## config.mk

```make
export PLATFORM = sky130hd
export DESIGN_NAME = sha1_search_ctrl
export DESIGN_NICKNAME = d
export VERILOG_FILES = /design/src/rtl/sha1_search_ctrl_pkg.sv /design/src/rtl/sha1_search_ctrl_tag.sv /design/src/rtl/sha1_search_ctrl.sv
export SDC_FILE = /design/constraint.sdc
export NUM_CORES = 2
export LEC_CHECK = 0
export ABC_AREA = 0
export CORE_AREA = 8 8 625 627
export DETAILED_ROUTE_END_ITERATION = 7
export DIE_AREA = 0 0 633 635
export GPL_TIMING_DRIVEN = 0
export HOLD_SLACK_MARGIN = 0.02
export PLACE_DENSITY = 0.44
export RECOVER_POWER = 25
export SKIP_LAST_GASP = 1
export SLEW_MARGIN = 0
export SYNTH_ARGS = -nofsm -noshare
export SYNTH_HDL_FRONTEND = slang
export SYNTH_HIERARCHICAL = 1
export SYNTH_SLANG_ARGS = --single-unit
```

## constraint.sdc

```tcl
create_clock -name clk -period 42.1 [get_ports clk]
set_input_delay 8.42 -clock clk [delete_from_list [all_inputs] [get_ports clk]]
set_output_delay 8.42 -clock clk [all_outputs]
set_load 0.03 [all_outputs]
```

## src/rtl/sha1_search_ctrl_pkg.sv

```systemverilog
// Shared constants, types and helpers for the SHA-1 nonce search sequencer.
package sha1_search_ctrl_pkg;

    localparam int SHA1_PIPE_LATENCY = 82;

    localparam int WORD_W = 32;
    localparam int MSG_W  = 512;
    localparam int HASH_W = 160;

    // SHA-1 initial hash value.
    localparam logic [WORD_W-1:0] SHA1_H0 = 32'h6745_2301;
    localparam logic [WORD_W-1:0] SHA1_H1 = 32'hEFCD_AB89;
    localparam logic [WORD_W-1:0] SHA1_H2 = 32'h98BA_DCFE;
    localparam logic [WORD_W-1:0] SHA1_H3 = 32'h1032_5476;
    localparam logic [WORD_W-1:0] SHA1_H4 = 32'hC3D2_E1F0;

    typedef enum logic [1:0] {
        IDLE  = 2'd0,
        RUN   = 2'd1,
        DRAIN = 2'd2,
        DONE  = 2'd3
    } state_t;

    // Replace one 32-bit word of a message block. Word 0 is the most
    // significant word (bits 511:480), matching SHA-1 schedule word W[0].
    function automatic logic [MSG_W-1:0] insert_word(input logic [MSG_W-1:0] base,
                                                     input int               idx,
                                                     input logic [WORD_W-1:0] word);
        logic [MSG_W-1:0] m;
        m = base;
        m[MSG_W-1-WORD_W*idx -: WORD_W] = word;
        return m;
    endfunction

endpackage

```

## src/rtl/sha1_search_ctrl_tag.sv

```systemverilog
// Fixed-depth shift line of {valid, data} tags that travels alongside the
// SHA-1 pipeline. Only the valid bits are reset so stale work is forgotten.
module sha1_tag_delay #(
    parameter int DEPTH = 82,
    parameter int W     = 32
) (
    input  logic         clk,
    input  logic         reset,
    input  logic         push_valid_i,
    input  logic [W-1:0] push_data_i,
    output logic         tail_valid_o,
    output logic [W-1:0] tail_data_o
);

    logic [DEPTH-1:0] valid_q;
    logic [W-1:0]     data_q [DEPTH];

    // Valid bits shift every cycle; reset clears all in-flight work.
    always_ff @(posedge clk) begin
        if (reset) begin
            valid_q <= '0;
        end else begin
            valid_q <= {valid_q[DEPTH-2:0], push_valid_i};
        end
    end

    // Payload shifts every cycle; it is meaningless while its valid bit is low.
    always_ff @(posedge clk) begin
        data_q[0] <= push_data_i;
        for (int i = 1; i < DEPTH; i++) begin
            data_q[i] <= data_q[i-1];
        end
    end

    assign tail_valid_o = valid_q[DEPTH-1];
    assign tail_data_o  = data_q[DEPTH-1];

endmodule

```

## src/rtl/sha1_search_ctrl.sv

```systemverilog
// Nonce search sequencer for an unrolled SHA-1 pipeline: issues one candidate
// message per cycle, follows each nonce through the pipeline with a tag, and
// reports masked-target hits on a single-entry valid/ready match port.
// Match port: match_valid/match_nonce are held stable until a cycle in which
// match_valid && match_ready, which completes the transfer.
module sha1_search_ctrl
    import sha1_search_ctrl_pkg::*;
#(
    parameter int PIPE_LATENCY = SHA1_PIPE_LATENCY,
    parameter int NONCE_WORD   = 0
) (
    input  logic              clk,
    input  logic              reset,
    input  logic              start,
    input  logic              abort,
    input  logic [MSG_W-1:0]  cfg_base,
    input  logic [HASH_W-1:0] cfg_target,
    input  logic [HASH_W-1:0] cfg_mask,
    input  logic [WORD_W-1:0] cfg_nonce_first,
    input  logic [WORD_W-1:0] cfg_nonce_last,
    output logic [MSG_W-1:0]  msg_data,
    input  logic [HASH_W-1:0] sha_hash,
    output logic              match_valid,
    input  logic              match_ready,
    output logic [WORD_W-1:0] match_nonce,
    output logic              busy,
    output logic              done,
    output logic              aborted,
    output logic              overflow
);

    localparam int CNT_W = $clog2(PIPE_LATENCY + 1);

    state_t            state_q, state_d;
    logic [MSG_W-1:0]  base_q;
    logic [HASH_W-1:0] target_q, mask_q;
    logic [WORD_W-1:0] last_q;
    logic [WORD_W:0]   nonce_q;          // 33 bits so the last nonce FFFFFFFF cannot wrap
    logic [MSG_W-1:0]  msg_q;
    logic [CNT_W-1:0]  count_q, count_d;
    logic              abort_seen_q, aborted_q, overflow_q;
    logic              match_valid_q;
    logic [WORD_W-1:0] match_nonce_q;

    logic              start_acc, abort_acc, issue;
    logic              tail_valid, hit;
    logic [WORD_W-1:0] tail_nonce;

    sha1_tag_delay #(
        .DEPTH (PIPE_LATENCY),
        .W     (WORD_W)
    ) u_tag (
        .clk          (clk),
        .reset        (reset),
        .push_valid_i (issue),
        .push_data_i  (nonce_q[WORD_W-1:0]),
        .tail_valid_o (tail_valid),
        .tail_data_o  (tail_nonce)
    );

    assign hit     = tail_valid && (((sha_hash ^ target_q) & mask_q) == '0);
    assign count_d = count_q + CNT_W'(issue) - CNT_W'(tail_valid);

    // Next-state and per-cycle control strobes.
    always_comb begin
        state_d   = state_q;
        start_acc = 1'b0;
        abort_acc = 1'b0;
        issue     = 1'b0;
        case (state_q)
            IDLE: begin
                if (start) begin
                    start_acc = 1'b1;
                    state_d   = (cfg_nonce_last < cfg_nonce_first) ? DONE : RUN;
                end
            end
            RUN: begin
                if (abort) begin
                    abort_acc = 1'b1;
                    state_d   = DRAIN;
                end else begin
                    issue = 1'b1;
                    if (nonce_q == {1'b0, last_q}) state_d = DRAIN;
                end
            end
            DRAIN: begin
                // Leave once the final tag pops this cycle.
                if (count_d == '0) state_d = DONE;
            end
            DONE: begin
                state_d = IDLE;
            end
            default: state_d = IDLE;
        endcase
    end

    // Search configuration, captured when a start is accepted.
    always_ff @(posedge clk) begin
        if (start_acc) begin
            base_q   <= cfg_base;
            target_q <= cfg_target;
            mask_q   <= cfg_mask;
            last_q   <= cfg_nonce_last;
        end
    end

    // State, issue datapath, in-flight count, status flags and match holding register.
    always_ff @(posedge clk) begin
        if (reset) begin
            state_q       <= IDLE;
            nonce_q       <= '0;
            msg_q         <= '0;
            count_q       <= '0;
            abort_seen_q  <= 1'b0;
            aborted_q     <= 1'b0;
            overflow_q    <= 1'b0;
            match_valid_q <= 1'b0;
            match_nonce_q <= '0;
        end else begin
            state_q <= state_d;
            count_q <= count_d;
            if (start_acc) begin
                nonce_q      <= {1'b0, cfg_nonce_first};
                abort_seen_q <= 1'b0;
                aborted_q    <= 1'b0;
                overflow_q   <= 1'b0;
            end
            if (issue) begin
                msg_q   <= insert_word(base_q, NONCE_WORD, nonce_q[WORD_W-1:0]);
                nonce_q <= nonce_q + 1'b1;
            end
            if (abort_acc) abort_seen_q <= 1'b1;
            if (state_q == DONE && abort_seen_q) aborted_q <= 1'b1;
            if (hit) begin
                if (!match_valid_q || match_ready) begin
                    match_valid_q <= 1'b1;
                    match_nonce_q <= tail_nonce;
                end else begin
                    overflow_q <= 1'b1;
                end
            end else if (match_valid_q && match_ready) begin
                match_valid_q <= 1'b0;
            end
        end
    end

    assign msg_data    = msg_q;
    assign match_valid = match_valid_q;
    assign match_nonce = match_nonce_q;
    assign busy        = (state_q == RUN) || (state_q == DRAIN);
    assign done        = (state_q == DONE);
    assign aborted     = aborted_q;
    assign overflow    = overflow_q;

endmodule

```

; ---- Yosys cells after proc, flatten, opt, wreduce, memory -nomap -nowiden
; Memories as Yosys holds them, arrays and structs flattened. A register that Yosys moved wholly into a read port is not among the register bits.
; Index checks and enable logic that the tools add are counted.
[totals]
reg_bits = 1472
latchBits = 0
ram_bits = 2624
mem_bits_ro = 0
in_bits = 1061
output_inout_bits = 549
wordCells = 67
mem_count = 1
[classes]
n_addsub = 3
multipliers = 0
n_div = 0
magnitude_cmp = 1
n_eq_ne = 8
shift = 0
muxes = 23
n_bitwise = 2
reduce_logical = 16
[mem_list]
columns = memory, words, word_bits, read_ports, rd_ports_with_merged_regs, write_ports, line
row1 = u_tag.data_q, 82, 32, 82, 1, 82, sha1_search_ctrl_tag.sv:16  ; logic [W-1:0] data_q [DEPTH];
[op_table]
columns = operator, count
row1 = 160-bit bitwise AND, 1
row2 = 160-bit zero test, 1
row3 = 160-bit XOR, 1
row4 = 33-bit two-way mux, 2
row5 = 33-bit by 1-bit adder with 33-bit output (second input constant), 1
row6 = 33-bit by 32-bit == test with 1-bit output, 1
row7 = 32-bit < comparator, 1
row8 = 1-bit two-way mux, 15
row9 = 2-bit two-way mux, 5
row10 = 2-bit case mux with 4 select lines, 1
row11 = 2-bit nonzero test, 4
row12 = 7-bit by 1-bit adder with 7-bit output, 1
row13 = 7-bit zero test, 1
row14 = 7-bit by 1-bit subtractor with 7-bit output, 1
row15 = 2-bit == test (second input constant), 2
row16 = 2-bit inequality test (second input constant), 2
row17 = 2-bit AND reduction, 2
row18 = 1-bit logical AND, 3
row19 = 3-bit inequality test (second input constant), 1
row20 = 3-bit AND reduction, 1
row21 = 2-bit by 1-bit == test with 1-bit output (second input constant), 1
row22 = 2-bit zero test, 1
row23 = 1-bit logical OR, 2
row24 = 2-bit by 1-bit inequality test with 1-bit output (second input constant), 1
row25 = 1-bit zero test, 1

; ---- Depth between registers and ports, before layout
[depth]
word_depth = 7
depth_mapped = 17
ltp_nobuf = 14

; ---- By module
; The synthesis kept the hierarchy.
[modules_own_cells]
columns = module, instances, cells_each, area_per_inst_um2, seq_area_each_um2
row1 = sha1_tag_delay, 1, 2829, 55226.7, 54172.0
row2 = sha1_search_ctrl, 1, 3956, 49545.0, 36795.3

; ---- Worst setup path after synthesis
; Ideal clock, no wire load.
[synth_path]
kind = in2reg
from = input port start
to = register nonce_q[23]
setup_time_ps = 138
t_arrival_ps = 28283
required_ps = 41962
setup_slack_ps = 13679
cell_stages = 5
path_buffers = 0
path_cell_list = nand2_1 inv_1 nand2_1 o22ai_1 o32ai_1
[synth_between]
elab_chain_len = 3
[synth_lines]
columns = element, line
row1 = from (decl), sha1_search_ctrl.sv:14  ; input logic start,
row2 = 1-bit two-way mux, sha1_search_ctrl.sv:72  ; if (start) begin
row3 = 1-bit two-way mux, sha1_search_ctrl.sv:70  ; case (state_q)
row4 = net start_acc, sha1_search_ctrl.sv:45  ; logic start_acc, abort_acc, issue;
row5 = 2-bit nonzero test (no source line), n/a
row6 = to (signal assigned), sha1_search_ctrl.sv:123  ; nonce_q <= {1'b0, cfg_nonce_first};
row7 = to (signal assigned), sha1_search_ctrl.sv:130  ; nonce_q <= nonce_q + 1'b1;
row8 = to (decl), sha1_search_ctrl.sv:38  ; logic [WORD_W:0] nonce_q;
; The timed path passes the listed nets, and every way through them passes these cells.
; A chain may end at the register's enable or synchronous reset.

; ---- Worst setup path after layout
[layout_path]
from = input port abort
to = register state_q[0]
[layout_between]
elab_chain_len = 7
elab_cells_between_ends = 10
cone_classes = add/sub: 2 / eq/ne: 2 / mux: 4 / reduce/logical: 2
[layout_lines]
columns = element, line
row1 = from (decl), sha1_search_ctrl.sv:15  ; input logic abort,
row2 = 1-bit two-way mux, sha1_search_ctrl.sv:78  ; if (abort) begin
row3 = 1-bit two-way mux, sha1_search_ctrl.sv:70
row4 = 7-bit by 1-bit adder with 7-bit output, sha1_search_ctrl.sv:62  ; assign count_d = count_q + CNT_W'(issue) - CNT_W'(tail_valid);
row5 = 7-bit by 1-bit subtractor with 7-bit output, sha1_search_ctrl.sv:62
row6 = 7-bit zero test, sha1_search_ctrl.sv:88  ; if (count_d == '0) state_d = DONE;
row7 = 2-bit inequality test (no source line), n/a
row8 = 3-bit AND reduction (no source line), n/a
row9 = to (signal assigned), sha1_search_ctrl.sv:120  ; state_q <= state_d;
row10 = to (decl), sha1_search_ctrl.sv:34  ; state_t state_q, state_d;
; Parallel ways exist; a longest one is shown, timed or not.

==> reports/metrics.cfg <==
[logic_synthesis]
yosysTopAreaCell=dfxtp_1
synth.area.mux_share_pct=0.0287
synth_top_family_by_area=simple AND/OR/NAND/NOR gates
syn-num-nets=7891
synth-simple-area-share_pct=5.49
synthTopCellsByArea=dfxtp_1, edfxtp_1, nand2_1
yosys_warnings=6
synth_seq_area_share_pct=86.8
synth_xor_area_share_pct=1.63
async_flop_share_pct=0
netlist_instances=6785
ys.flop_type=dfxtp_1
avgSynthCellArea_sq_um=15.4
synth_compound_area_share_pct=4.17
synth_top_cells_by_count=dfxtp_1, nand2_1, edfxtp_1
synth_edf_count=832
synth_most_common_cell=dfxtp_1
synth_top_area_share_pct=63.0
yosys.area_share.adder_pct=0.545
syn_area_sq_um=105000
synth-seq-cells=4128
synth_cell_types=61

[clock_network]
cts.sinks=4128
clock_path_buffers=4
clk_pin_slew_ps=60
ctsRootBufferMaster=clkbuf_16
cts_buffers=426
cts_setup_buffers=0
cts_tree=yes
cts_resized=0
ctsHoldBuffers=0
cts_max_level=5
clk_latency_ps=950

[setup_path]
worstPathArrival_ps=13300
reg2regPathDepth=17
required_ps=42890
worstSetupPathType=in -> reg
max_stage_delay_ps=730
path_common_cell=clkbuf_1
start_kind=primary input
path_cells=clkdlybuf4s50_1, nand2b_1, clkbuf_1, clkbuf_1, clkbuf_1, ha_1, inv_1, ha_1, fa_1, a21oi_1, o211ai_1, a21oi_1, xnor2_1, o31ai_1, nand2_1, a221oi_1
cp_max_fo=10
slowest_stage=clkbuf_1
cp-end-kind=flip-flop

[global_route]
grt_pass1_vias=56900
antenna_found_initial=299
grt_pass1_wl_mm=504
overflow=0
grtUsageTotal_pct=18.4
grt_start_max_net_pins=112

[pwr]
clkPwrFrac_pct=39.3
p_leak_nw=52.0
powerDensity_nw_per_um2=67.6
peakVddDrop_uv=42.9
p_comb_share_pct=10.2
seq_power_share_pct=50.5
swShare_pct=25.1
p_int_mw=7.17
power_switching_mw=2.40
p_total_mw=9.58

[routing]
vias_per_cell=4.04
via_count=57700
remaining_drc_errors=0
wire_per_inst_um=26.9
ant_nets=0
drtIter0Drc=3056
drt_first_pass_iters=7
wirelength_mm=384

[outcome]
status=finished clean

[cells_and_area]
fillers=36200
area_growth_syn_to_layout_pct=35.3
layout.nets=9906
drive_above_1_share_pct=9.22
regArea_sq_um=91000
multi_input_area_sq_um=12400
fin_area_sq_um=142000

[run]
drv_cap=0

[timing]
period_minus_slack_ps=12510
min_period_over_period_pct=29.7
skew_ps=69.9
finalMaxSlewViolations=0
max_slew_margin_pct=12.6
rsz0062_at_grt=no
timing.hold.ws_ps=278
max_freq_mhz=79.9
finalHoldViolCount=0
fin_ws_ps=29590
setup_viol=0
tightest_slew_ps=1310

[floorplanning]
die_h_um=635
fp-row-count=227
initial_core_util_pct=27.5
fp.dieW_um=633
io_pins=1610
die-area_sq_um=402000
core-area_sq_um=381000

[place]
place_area_sq_um=127000
io_buffer_count=1576
place_ws_ps=28300
hpwlAfterDp_mm=308
place_congestion=0.918

[hold_path]
hold_path.class=reg -> reg
hold_depth=0

critical path: cells and delay by family:
family                   cells  cell delay [ps]
buffers and inverters        5             2350
AO/OA/AOI/OAI                5             1300
adder cells (fa/ha/maj)      3              850
AND/OR/NAND/NOR              2              260
XOR/XNOR                     1              110
worst paths after layout:
| path | from | to | slack (ps) |
|---|---|---|---|
| min | u_tag/data_q[0][95] | u_tag/data_q[0][127] | 280 |
| max reg2reg | state_q[1] | state_q[0] | 36960 |
| min reg2reg | u_tag/data_q[0][95] | u_tag/data_q[0][127] | 280 |
| max | abort | state_q[0] | 29590 |
registers in the layout (all words and copies together), names as in the netlist, 33 cells and up:
signal         count
u_tag/data_q    2624
msg_data         512
base_q           480
mask_q           160
target_q         160
u_tag/valid_q     82
nonce_q           33
metal layers:
metal	track usage (%)	part of all wire (%)	vias up
met1	19.7	37	27800
met5	0	0.14	-
met2	34.4	52	2067
met3	6.35	8.2	939
li1	-	-	26900
met4	4.63	3.2	82
cell families (layout without fill, tap and decap cells):
family	count (synthesis)	in the layout
DFF	4128	4128
muxes	3	3
adders and majority gates	45	45
buffers and inverters	315	2698
AOI/OAI and AO/OA	772	772
and+or+nand+nor	1327	1327
other	0	85
xor gates and xnor gates	195	195
power by group through the flow:
stage | sequential [mW] | clock, mW | combinational, mW
2_1_floorplan | 5.16 | 0 | 0.338
3_3_place_gp | 5.26 | 0 | 0.976
3_5_place_dp | 4.93 | 0 | 1.00
4_1_cts | 4.85 | 3.91 | 1.00
5_1_grt | 4.89 | 4.07 | 1.05
6_report | 4.83 | 3.77 | 0.977
area by class of cell:
cell class | count | area share, %
Antenna cell | 85 | 0.150
Clock buffer | 629 | 8.93
Inverter | 55 | 0.151
Clock inverter | 167 | 1.21
Multi-Input combinational cell | 2342 | 8.77
Timing Repair Buffer | 1587 | 11.3
Tap cell | 5038 | 4.45
Buffer | 260 | 0.834
Sequential cell | 4128 | 64.2
cell usage in the layout, fill, tap and decap left out, types with 11 or more instances in the layout:
cell type,Yosys,final
dfxtp_1,3296,3296
clkdlybuf4s50_1,0,1576
nand2_1,1062,1062
edfxtp_1,832,832
a21oi_1,576,576
clkbuf_16,0,443
clkbuf_1,208,295
xor2_1,162,162
clkbuf_8,0,87
diode_2,0,85
a22oi_1,82,82
nor2b_2,80,80
clkinv_2,0,78
nand4_1,74,74
inv_1,55,54
ha_1,44,44
nor2_1,42,42
xnor2_1,33,33
o31ai_1,33,33
buf_4,32,33
bufinv_16,0,18
nand3_1,14,14
inv_4,0,14
o21ai_0,13,13
nor3_1,13,13
clkbuf_2,1,13
inv_6,0,12
clkinv_1,0,11
stage by stage:
step / utilization [%] / TNS [ps] / std cells
floorplan: - / 0 / 6785
detailed placement: 33.4 / 0 / 13400
global placement: 33.3 / -57570 / 13400
finish: 37.2 / 0 / 14300
global route: 37.2 / 0 / 14200
CTS: 37.2 / 0 / 14200
Power figures use the tool's default switching activity.
